<file path="config.mk">
export PLATFORM = sky130hd
export DESIGN_NAME = mem_port_arbiter
export DESIGN_NICKNAME = d
export VERILOG_FILES = /design/src/rtl/mem_port_arbiter.sv
export SDC_FILE = /design/constraint.sdc
export NUM_CORES = 1
export LEC_CHECK = 0
export ABC_CLOCK_PERIOD_IN_PS = 10400
export CAP_MARGIN = 5
export CORE_MARGIN = 8
export CORE_UTILIZATION = 49
export CTS_CLUSTER_DIAMETER = 200
export DETAILED_ROUTE_END_ITERATION = 10
export PLACE_DENSITY = 0.81
export SLEW_MARGIN = 25
export SYNTH_ARGS = -nofsm -noshare
export SYNTH_HDL_FRONTEND = slang
export SYNTH_SLANG_ARGS = --single-unit
</file>
<file path="constraint.sdc">
create_clock -name clk -period 10.4 [get_ports clk]
set_input_delay 1.04 -clock clk [delete_from_list [all_inputs] [get_ports clk]]
set_output_delay 1.04 -clock clk [all_outputs]
set_load 0.02 [all_outputs]
</file>
<file path="src/rtl/mem_port_arbiter.sv">
// mem_port_arbiter
// ----------------
// Shares a single-ported 16-bit RAM between the fetch stage (32-bit reads)
// and the memory stage (32-bit loads/stores). Every 32-bit access is split
// into two beats: the low half at word address A, then the high half at
// (A+1) mod 2**ADDR_W.
//
// FSM: IDLE -> LO -> HI -> DONE -> IDLE. All outputs are registered.
//
// Arbitration happens in IDLE only:
//   - Data wins a tie.
//   - After STARVE_MAX consecutive data grants made while fetch was waiting,
//     fetch wins once.
//
// Ports:
//   clk, rst            clock, asynchronous active-high reset
//   if_req/if_addr      fetch request and word address
//   if_rdata/if_done    fetch result {RAM[A+1],RAM[A]} with one-cycle done
//   dm_req/dm_we        data request, 1 = store
//   dm_addr/dm_wdata    data word address and store data (sampled at grant)
//   dm_rdata/dm_done    load result (0 for stores) with one-cycle done
//   mem_addr/mem_we     RAM address and write strobe
//   mem_wdata           RAM write data (0 whenever mem_we is low)
//   mem_rdata           RAM combinational read data for mem_addr
//   busy                high whenever the FSM is not in IDLE
//
// Optional build macro ARB_STATS_EN adds:
//   conflict_cnt[15:0]  IDLE cycles with both requests high (saturating)
//   starve_evt[7:0]     forced fetch grants (saturating)
module mem_port_arbiter #(
    parameter int ADDR_W     = 10,
    parameter int STARVE_MAX = 4
) (
    input  logic              clk,
    input  logic              rst,
    input  logic              if_req,
    input  logic [31:0]       if_addr,
    output logic [31:0]       if_rdata,
    output logic              if_done,
    input  logic              dm_req,
    input  logic              dm_we,
    input  logic [31:0]       dm_addr,
    input  logic [31:0]       dm_wdata,
    output logic [31:0]       dm_rdata,
    output logic              dm_done,
    output logic [ADDR_W-1:0] mem_addr,
    output logic              mem_we,
    output logic [15:0]       mem_wdata,
    input  logic [15:0]       mem_rdata,
`ifdef ARB_STATS_EN
    output logic [15:0]       conflict_cnt,
    output logic [7:0]        starve_evt,
`endif
    output logic              busy
);

    typedef enum logic [1:0] {IDLE, LO, HI, DONE} state_t;

    localparam logic [3:0] STARVE_LIM = 4'(STARVE_MAX);

    state_t            state_reg;
    logic              owner_dm_reg;   // 1 = data port owns the access
    logic              we_reg;
    logic [ADDR_W-1:0] a_reg;
    logic [15:0]       wdata_hi_reg;   // low half goes straight to mem_wdata at grant
    logic [15:0]       result_lo_reg;
    logic [3:0]        starve_cnt_reg;

    logic              grant_dm;
    logic              grant_if;
    logic              grant_store;
    logic [ADDR_W-1:0] grant_addr;

    // Upper address bits are ignored by design.
    logic unused_addr_bits;
    assign unused_addr_bits = ^{if_addr[31:ADDR_W], dm_addr[31:ADDR_W]};

    always_comb begin
        grant_dm    = dm_req && (!if_req || (starve_cnt_reg != STARVE_LIM));
        grant_if    = if_req && !grant_dm;
        grant_store = grant_dm && dm_we;
        grant_addr  = grant_dm ? dm_addr[ADDR_W-1:0] : if_addr[ADDR_W-1:0];
    end

    assign busy = (state_reg != IDLE);

    always_ff @(posedge clk or posedge rst) begin
        if (rst) begin
            state_reg      <= IDLE;
            owner_dm_reg   <= 1'b0;
            we_reg         <= 1'b0;
            a_reg          <= '0;
            wdata_hi_reg   <= '0;
            result_lo_reg  <= '0;
            starve_cnt_reg <= '0;
            if_rdata       <= '0;
            if_done        <= 1'b0;
            dm_rdata       <= '0;
            dm_done        <= 1'b0;
            mem_addr       <= '0;
            mem_we         <= 1'b0;
            mem_wdata      <= '0;
        end else begin
            case (state_reg)
                IDLE: begin
                    if (grant_dm || grant_if) begin
                        state_reg    <= LO;
                        owner_dm_reg <= grant_dm;
                        we_reg       <= grant_store;
                        a_reg        <= grant_addr;
                        wdata_hi_reg <= grant_store ? dm_wdata[31:16] : 16'h0000;
                        // Present the low beat during LO.
                        mem_addr     <= grant_addr;
                        mem_we       <= grant_store;
                        mem_wdata    <= grant_store ? dm_wdata[15:0] : 16'h0000;
                    end
                    if (grant_if) begin
                        starve_cnt_reg <= '0;
                    end else if (grant_dm && if_req && (starve_cnt_reg != STARVE_LIM)) begin
                        starve_cnt_reg <= starve_cnt_reg + 4'd1;
                    end
                end
                LO: begin
                    state_reg <= HI;
                    // Natural ADDR_W-bit wrap: the top word is followed by word 0.
                    mem_addr  <= a_reg + ADDR_W'(1);
                    if (we_reg) begin
                        mem_wdata <= wdata_hi_reg;
                    end else begin
                        result_lo_reg <= mem_rdata;
                    end
                end
                HI: begin
                    state_reg <= DONE;
                    mem_we    <= 1'b0;
                    mem_wdata <= 16'h0000;
                    if (owner_dm_reg) begin
                        dm_done  <= 1'b1;
                        dm_rdata <= we_reg ? 32'h0 : {mem_rdata, result_lo_reg};
                    end else begin
                        if_done  <= 1'b1;
                        if_rdata <= {mem_rdata, result_lo_reg};
                    end
                end
                DONE: begin
                    state_reg <= IDLE;
                    if_done   <= 1'b0;
                    dm_done   <= 1'b0;
                end
                default: state_reg <= IDLE;
            endcase
        end
    end

`ifdef ARB_STATS_EN
    always_ff @(posedge clk or posedge rst) begin
        if (rst) begin
            conflict_cnt <= '0;
            starve_evt   <= '0;
        end else if (state_reg == IDLE && if_req && dm_req) begin
            if (conflict_cnt != 16'hFFFF) begin
                conflict_cnt <= conflict_cnt + 16'd1;
            end
            // Fetch winning a tie can only be the forced case.
            if (!grant_dm && starve_evt != 8'hFF) begin
                starve_evt <= starve_evt + 8'd1;
            end
        end
    end
`endif

endmodule
</file>
==> results of run 1 <==
## area by class of cell
cell class,count,area [um^2]
clock buffers,22,474
clock inverters,10,111
fillers,909,3940
inverters,13,53.8
multi-input cells,362,2400
flip-flops and latches,143,3580
well taps,172,215
repair buffers,169,1700
## worst paths after layout
kind,from,endpoint,cells past startpoint
setup reg to reg,state_reg[1],mem_addr[9],6
hold / removal,dm_rdata[0],dm_rdata[0],2
hold reg to reg,dm_rdata[0],dm_rdata[0],2
min in group asynchronous,rst,mem_wdata[7],2
setup / recovery,dm_req,mem_addr[4],6
max in group asynchronous,rst,dm_rdata[29],3
## logic make-up (layout without fill, tap and decap cells)
kind of cell,after synthesis,in the layout
flops,143,143
compound gates,150,150
mux,49,49
buf+inv,48,214
simple gates,152,152
xor+xnor,3,3
fa+ha+maj,8,8
## layout by cell type (no fill, tap or decap), drive strengths merged, types with 2 or more instances in the layout
| master | n |
|---|---|
| o21a | 3 |
| nand3 | 9 |
| mux2 | 49 |
| a211oi | 4 |
| ha | 8 |
| dfrtp | 143 |
| inv | 13 |
| a22o | 18 |
| nand4 | 2 |
| and3 | 4 |
| nand2 | 61 |
| a21o | 4 |
| o21bai | 2 |
| xnor2 | 3 |
| o31ai | 5 |
| a21oi | 37 |
| a21boi | 2 |
| bufinv | 2 |
| nor3b | 2 |
| buf | 3 |
| nor3 | 11 |
| clkdlybuf4s50 | 166 |
| nand2b | 34 |
| clkinv | 5 |
| nor2 | 21 |
| a22oi | 16 |
| o21ai | 55 |
| clkbuf | 22 |
| clkinvlp | 3 |
## tightest hold or removal path: cells and delay by family, from the launching register on
kind | cells | cell delay, ns
flops | 1 | 0.34
simple gates | 1 | 0.04
compound gates | 1 | 0.06
## stage by stage
step                      util [%]  hold slack (ns)
after global placement        63.5            0.463
after detailed placement      63.5            0.466
after global routing          68.4            0.512
final                         68.4            0.476
after floorplan                  -            0.470
after CTS                     68.2            0.479
## routing by layer
metal  up-vias  GRT usage (%)
met5         -              0
met4         0           7.83
met3        23           7.28
met2       187           32.7
met1      2397           23.2
li1       2246              -
## power groups by stage
stage	Sequential [W]	Clock, W	Combinational, W
floorplan	0.00117	0	0.000600
global placement	0.000995	0	0.00127
detailed placement	0.00101	0	0.00131
CTS	0.00101	0.000605	0.00132
global route	0.00104	0.000629	0.00142
finish	0.00101	0.000595	0.00131
==> results.yml, run 1 <==
job:
  cap_viol_max_count: 0
sta:
  relSlewSlack_pct: 38.3
  setup_tns_ns: 0
  period_share_pct: 30.3
  setup_viol: 0
  max_freq_mhz: 318
  setup_ws_ns: 7.25
  finalClockSkew_ns: 0.0117
  drv_slew: 0
  worst_pin_slew_ns: 0.925
  hold_violations: 0
  rsz0062_at_grt: "false"
  min_period_ns: 3.15
power_and_ir_drop:
  combPwrFrac_pct: 45.0
  total_power_w: 0.00291
  p_int_w: 0.00182
  leakage_nw: 3.68
  switching_power_w: 0.00109
  p_sw_share_pct: 37.4
  power.share.clock_pct: 20.4
  powerDensity_mw_per_mm2: 342
  worst_ir_drop_vdd_uv: 171
  pwr-share-seq_pct: 34.6
drt:
  routed_via_density: 5.45
  dr_total_vias: 4853
  highest_layer: "met4"
  wl_mm: 15.7
  drc: 0
  ant_nets: 0
  wire_per_inst_um: 17.7
  drtIter0Drc: 383
  dr_wl_met2_mm: 7.49
  wl_met1_mm: 6.67
  wl_met3_mm: 1.29
  firstDrtPassIters: 4
placement:
  dp_hpwl_mm: 11.0
  place_inst: 858
  gp_congestion: 0.840
  dp_slack_ns: 6.80
  numPortBuffers: 166
  placed_cell_area_mm2: 0.00792
cts:
  clkTransAtPathRegs_ns: 0.06
  cts-resized-gates: 0
  h-tree-depth: 4
  cts_hold_buf: 0
  clockRootBuffer: "clkbuf_16"
  cts_setup_buffers: 0
  insertion_delay_ns: 0.42
  cts.sinks: 143
  clockBufferDepth: 2
  cts_buffers: 17
  tritoncts: "built"
setup_path:
  path_class: "primary input to register"
  cp_max_fo: 42
  cp.required_ns: 10.71
  setup.worst_path.start_class: "primary input"
  critical-path-top-delay-family: "compound AO/OA/AOI/OAI gates"
  path_buf_inv: 2
  max_stage_delay_ns: 0.73
  ff2ff_setup_slack_ns: 7.96
  end_kind: "register"
  crit_chain: "clkdlybuf4s50_1, o21ai_2, buf_4, a21boi_2, a21oi_1, a22o_1"
  slowest_stage: "clkdlybuf4s50_1"
  arrival_ns: 3.46
floorplan:
  rows: 41
  core-area_mm2: 0.0125
  die-width_um: 128
  die_y_um: 128
  dieArea_mm2: 0.0164
  ios: 211
  start_util_pct: 49.5
synthesis:
  synthFlopType: "dfrtp_1"
  muxShareOfSynthArea_pct: 8.95
  synth_edf_count: 0
  synth_compound_area_share_pct: 15.0
  synth_top_family_by_area: "compound AO/OA/AOI/OAI gates"
  synth_cells: 553
  yosysMostFrequentCell: "dfrtp_1"
  ys.warnings.count: 0
  yosys.area.top_type: "dfrtp_1"
  synthAdderAreaFrac_pct: 1.62
  syn_avg_cell_area_um2: 11.1
  synth-simple-area-share_pct: 12.5
  synth_top_area_share_pct: 58.0
  yosysUniqueCellTypes: 44
  seq_area_frac_synth_pct: 58.0
  ys_ff_latch: 143
  synthArstFlopShare_pct: 100
  synthesis.nets: 678
  synthTopCellsByCount: "dfrtp_1, nand2_1, o21ai_0, mux2_2, a21oi_1"
  synth.area.top_cells: "dfrtp_1, mux2_2, o21ai_0"
  netlist_area_mm2: 0.00617
  synth_xor_area_share_pct: 0.426
layout:
  diodes: 0
  drive_gt1_share_pct: 13.2
  largest_registers: "dm_rdata (32), if_rdata (32)"
  final_area_mm2: 0.00853
  syn_to_final_growth_pct: 38.3
  stdcell_count: 891
  final_net_count: 831
global_route:
  grt_pass1_vias: 5193
  grt_max_degree: 81
  antenna_found_initial: 0
  grt_pass1_wl_mm: 25.8
  grt_use_total_pct: 19.9
  overflow: 0
min_path:
  holdCritPathClass: "register to register"
outcome:
  status: "finished, final reports clean"
Power figures use the tool's default switching activity.
==> inputs of run 2 (changes only) <==
--- a/config.mk
+++ b/config.mk
@@ -5,13 +5,13 @@
 export SDC_FILE = /design/constraint.sdc
 export NUM_CORES = 1
 export LEC_CHECK = 0
-export ABC_CLOCK_PERIOD_IN_PS = 10400
+export ABC_CLOCK_PERIOD_IN_PS = 2670
 export CAP_MARGIN = 5
 export CORE_MARGIN = 8
-export CORE_UTILIZATION = 49
+export CORE_UTILIZATION = 41
 export CTS_CLUSTER_DIAMETER = 200
 export DETAILED_ROUTE_END_ITERATION = 10
-export PLACE_DENSITY = 0.81
+export PLACE_DENSITY = 0.72
 export SLEW_MARGIN = 25
 export SYNTH_ARGS = -nofsm -noshare
 export SYNTH_HDL_FRONTEND = slang
==> constraint.sdc (replaced) <==
create_clock -name clk -period 2.67 [get_ports clk]
set_input_delay 0.267 -clock clk [delete_from_list [all_inputs] [get_ports clk]]
set_output_delay 0.267 -clock clk [all_outputs]
set_load 0.02 [all_outputs]
==> results.yml, run 2 (same netlist as run 1, synthesis figures left out) <==
cts:
  cts_hold_buf: 0
  insertion_delay_ns: 0.42
  clockBufferDepth: 2
  cts_buffers: 17
  clockRootBuffer: "clkbuf_16"
  tritoncts: "built"
  cts_setup_buffers: 0
  h-tree-depth: 4
  cts-resized-gates: 0
  clkTransAtPathRegs_ns: 0.06
  cts.sinks: 143
layout:
  final_net_count: 841
  syn_to_final_growth_pct: 40.2
  final_cell_mix: "clkdlybuf4s50_1, dfrtp_1, nand2_1"
  fillerInstances: 1231
  drive_gt1_share_pct: 14.4
  final_common_cell: "clkdlybuf4s50_1"
  final_area_mm2: 0.00864
  finish.utilization_pct: 57.9
  diodes: 0
  largest_registers: "dm_rdata (32), if_rdata (32)"
  stdcell_count: 917
global_route:
  antenna_found_initial: 0
  grt_pass1_wl_mm: 26.7
  grt_use_total_pct: 16.8
  overflow: 0
  grt_max_degree: 144
  grt_pass1_vias: 5065
sta:
  relSlewSlack_pct: 38.0
  worst_pin_slew_ns: 0.931
  hold_violations: 0
  period_share_pct: 85.4
  finalClockSkew_ns: 0.0105
  setup_viol: 0
  max_freq_mhz: 439
  rsz0062_at_grt: "false"
  min_period_ns: 2.28
  drv_slew: 0
  setup_tns_ns: 0
placement:
  gp_congestion: 0.822
  dp_hpwl_mm: 11.1
  numPortBuffers: 166
  place_inst: 885
  placed_cell_area_mm2: 0.00802
min_path:
  holdCritPathClass: "primary input to async pin"
floorplan:
  start_util_pct: 41.3
  die-width_um: 139
  core-area_mm2: 0.0149
  ios: 211
  rows: 45
  die_y_um: 139
  dieArea_mm2: 0.0192
setup_path:
  slowest_stage: "clkdlybuf4s50_1"
  crit_chain: "inv_1, ha_1, inv_1, clkdlybuf4s50_1"
  setup.worst_path.start_class: "register"
  path_buf_inv: 3
  critical-path-top-delay-family: "buffers and inverters"
  path_class: "register to primary output"
  arrival_ns: 2.01
  max_stage_delay_ns: 0.63
  crit_path_frequent_cell: "inv_1"
  ff2ff_setup_slack_ns: 0.58
  cp_max_fo: 8
  end_kind: "primary output"
  cp.required_ns: 2.40
drt:
  drc: 0
  drtIter0Drc: 250
  wire_per_inst_um: 17.6
  routed_via_density: 5.23
  dr_total_vias: 4795
  wl_mm: 16.2
  ant_nets: 0
  firstDrtPassIters: 4
outcome:
  status: "finished, final reports clean"
power_and_ir_drop:
  total_power_w: 0.0115
  leakage_nw: 3.74
  powerDensity_mw_per_mm2: 1330
  worst_ir_drop_vdd_uv: 542
job:
  cap_viol_max_count: 0
-- run 2: metal layers --
layer	vias to the layer above	track usage (%)	wire length (um)
met5	-	0	0
met4	0	5.43	199
met3	22	6.20	1260
met2	171	26.1	7480
met1	2334	21.4	7230
li1	2268	-	-
-- run 2: layout make-up --
cell class / count / area (um^2) / area share (%)
clock buffers: 22 / 484 / 5.60
clock inverters: 10 / 134 / 1.55
inverters: 13 / 52.6 / 0.608
multi-input cells: 362 / 2390 / 27.6
flip-flops and latches: 143 / 3580 / 41.4
well taps: 188 / 235 / 2.72
repair buffers: 179 / 1770 / 20.5
-- run 2: metrics by stage --
stage	hold WS, ns	worst slack, ns
global placement	0.466	0.444
floorplan	0.400	0.612
CTS	0.434	0.371
detailed placement	0.470	0.416
global route	0.447	0.269
finish	0.406	0.391
-- run 2: report_power, final --
group / switching, W / internal, W / leakage, nW / total (W)
Combinational: 0.00269 / 0.00248 / 1.67 / 0.00516
Clock: 0.000891 / 0.00156 / 0.302 / 0.00245
Sequential: 0.000681 / 0.00321 / 1.77 / 0.00389
Total: 0.00426 / 0.00725 / 3.74 / 0.0115
-- run 2: path summary, 6_finish.rpt --
| kind | from | end | cells past startpoint |
|---|---|---|---|
| worst max-delay path | state_reg[0] | busy | 4 |
| worst min-delay path | rst | dm_rdata[19] | 3 |
| worst max register to register | state_reg[1] | result_lo_reg[1] | 5 |
| worst min register to register | dm_rdata[17] | dm_rdata[17] | 2 |
| max in group asynchronous | rst | dm_done | 3 |
| min in group clk | dm_wdata[31] | wdata_hi_reg[15] | 2 |
-- run 2: tightest hold or removal path: stages --
cell and delay (ns):
clkdlybuf4s50_1 0.45, clkinvlp_4 0.10, buf_12 0.51
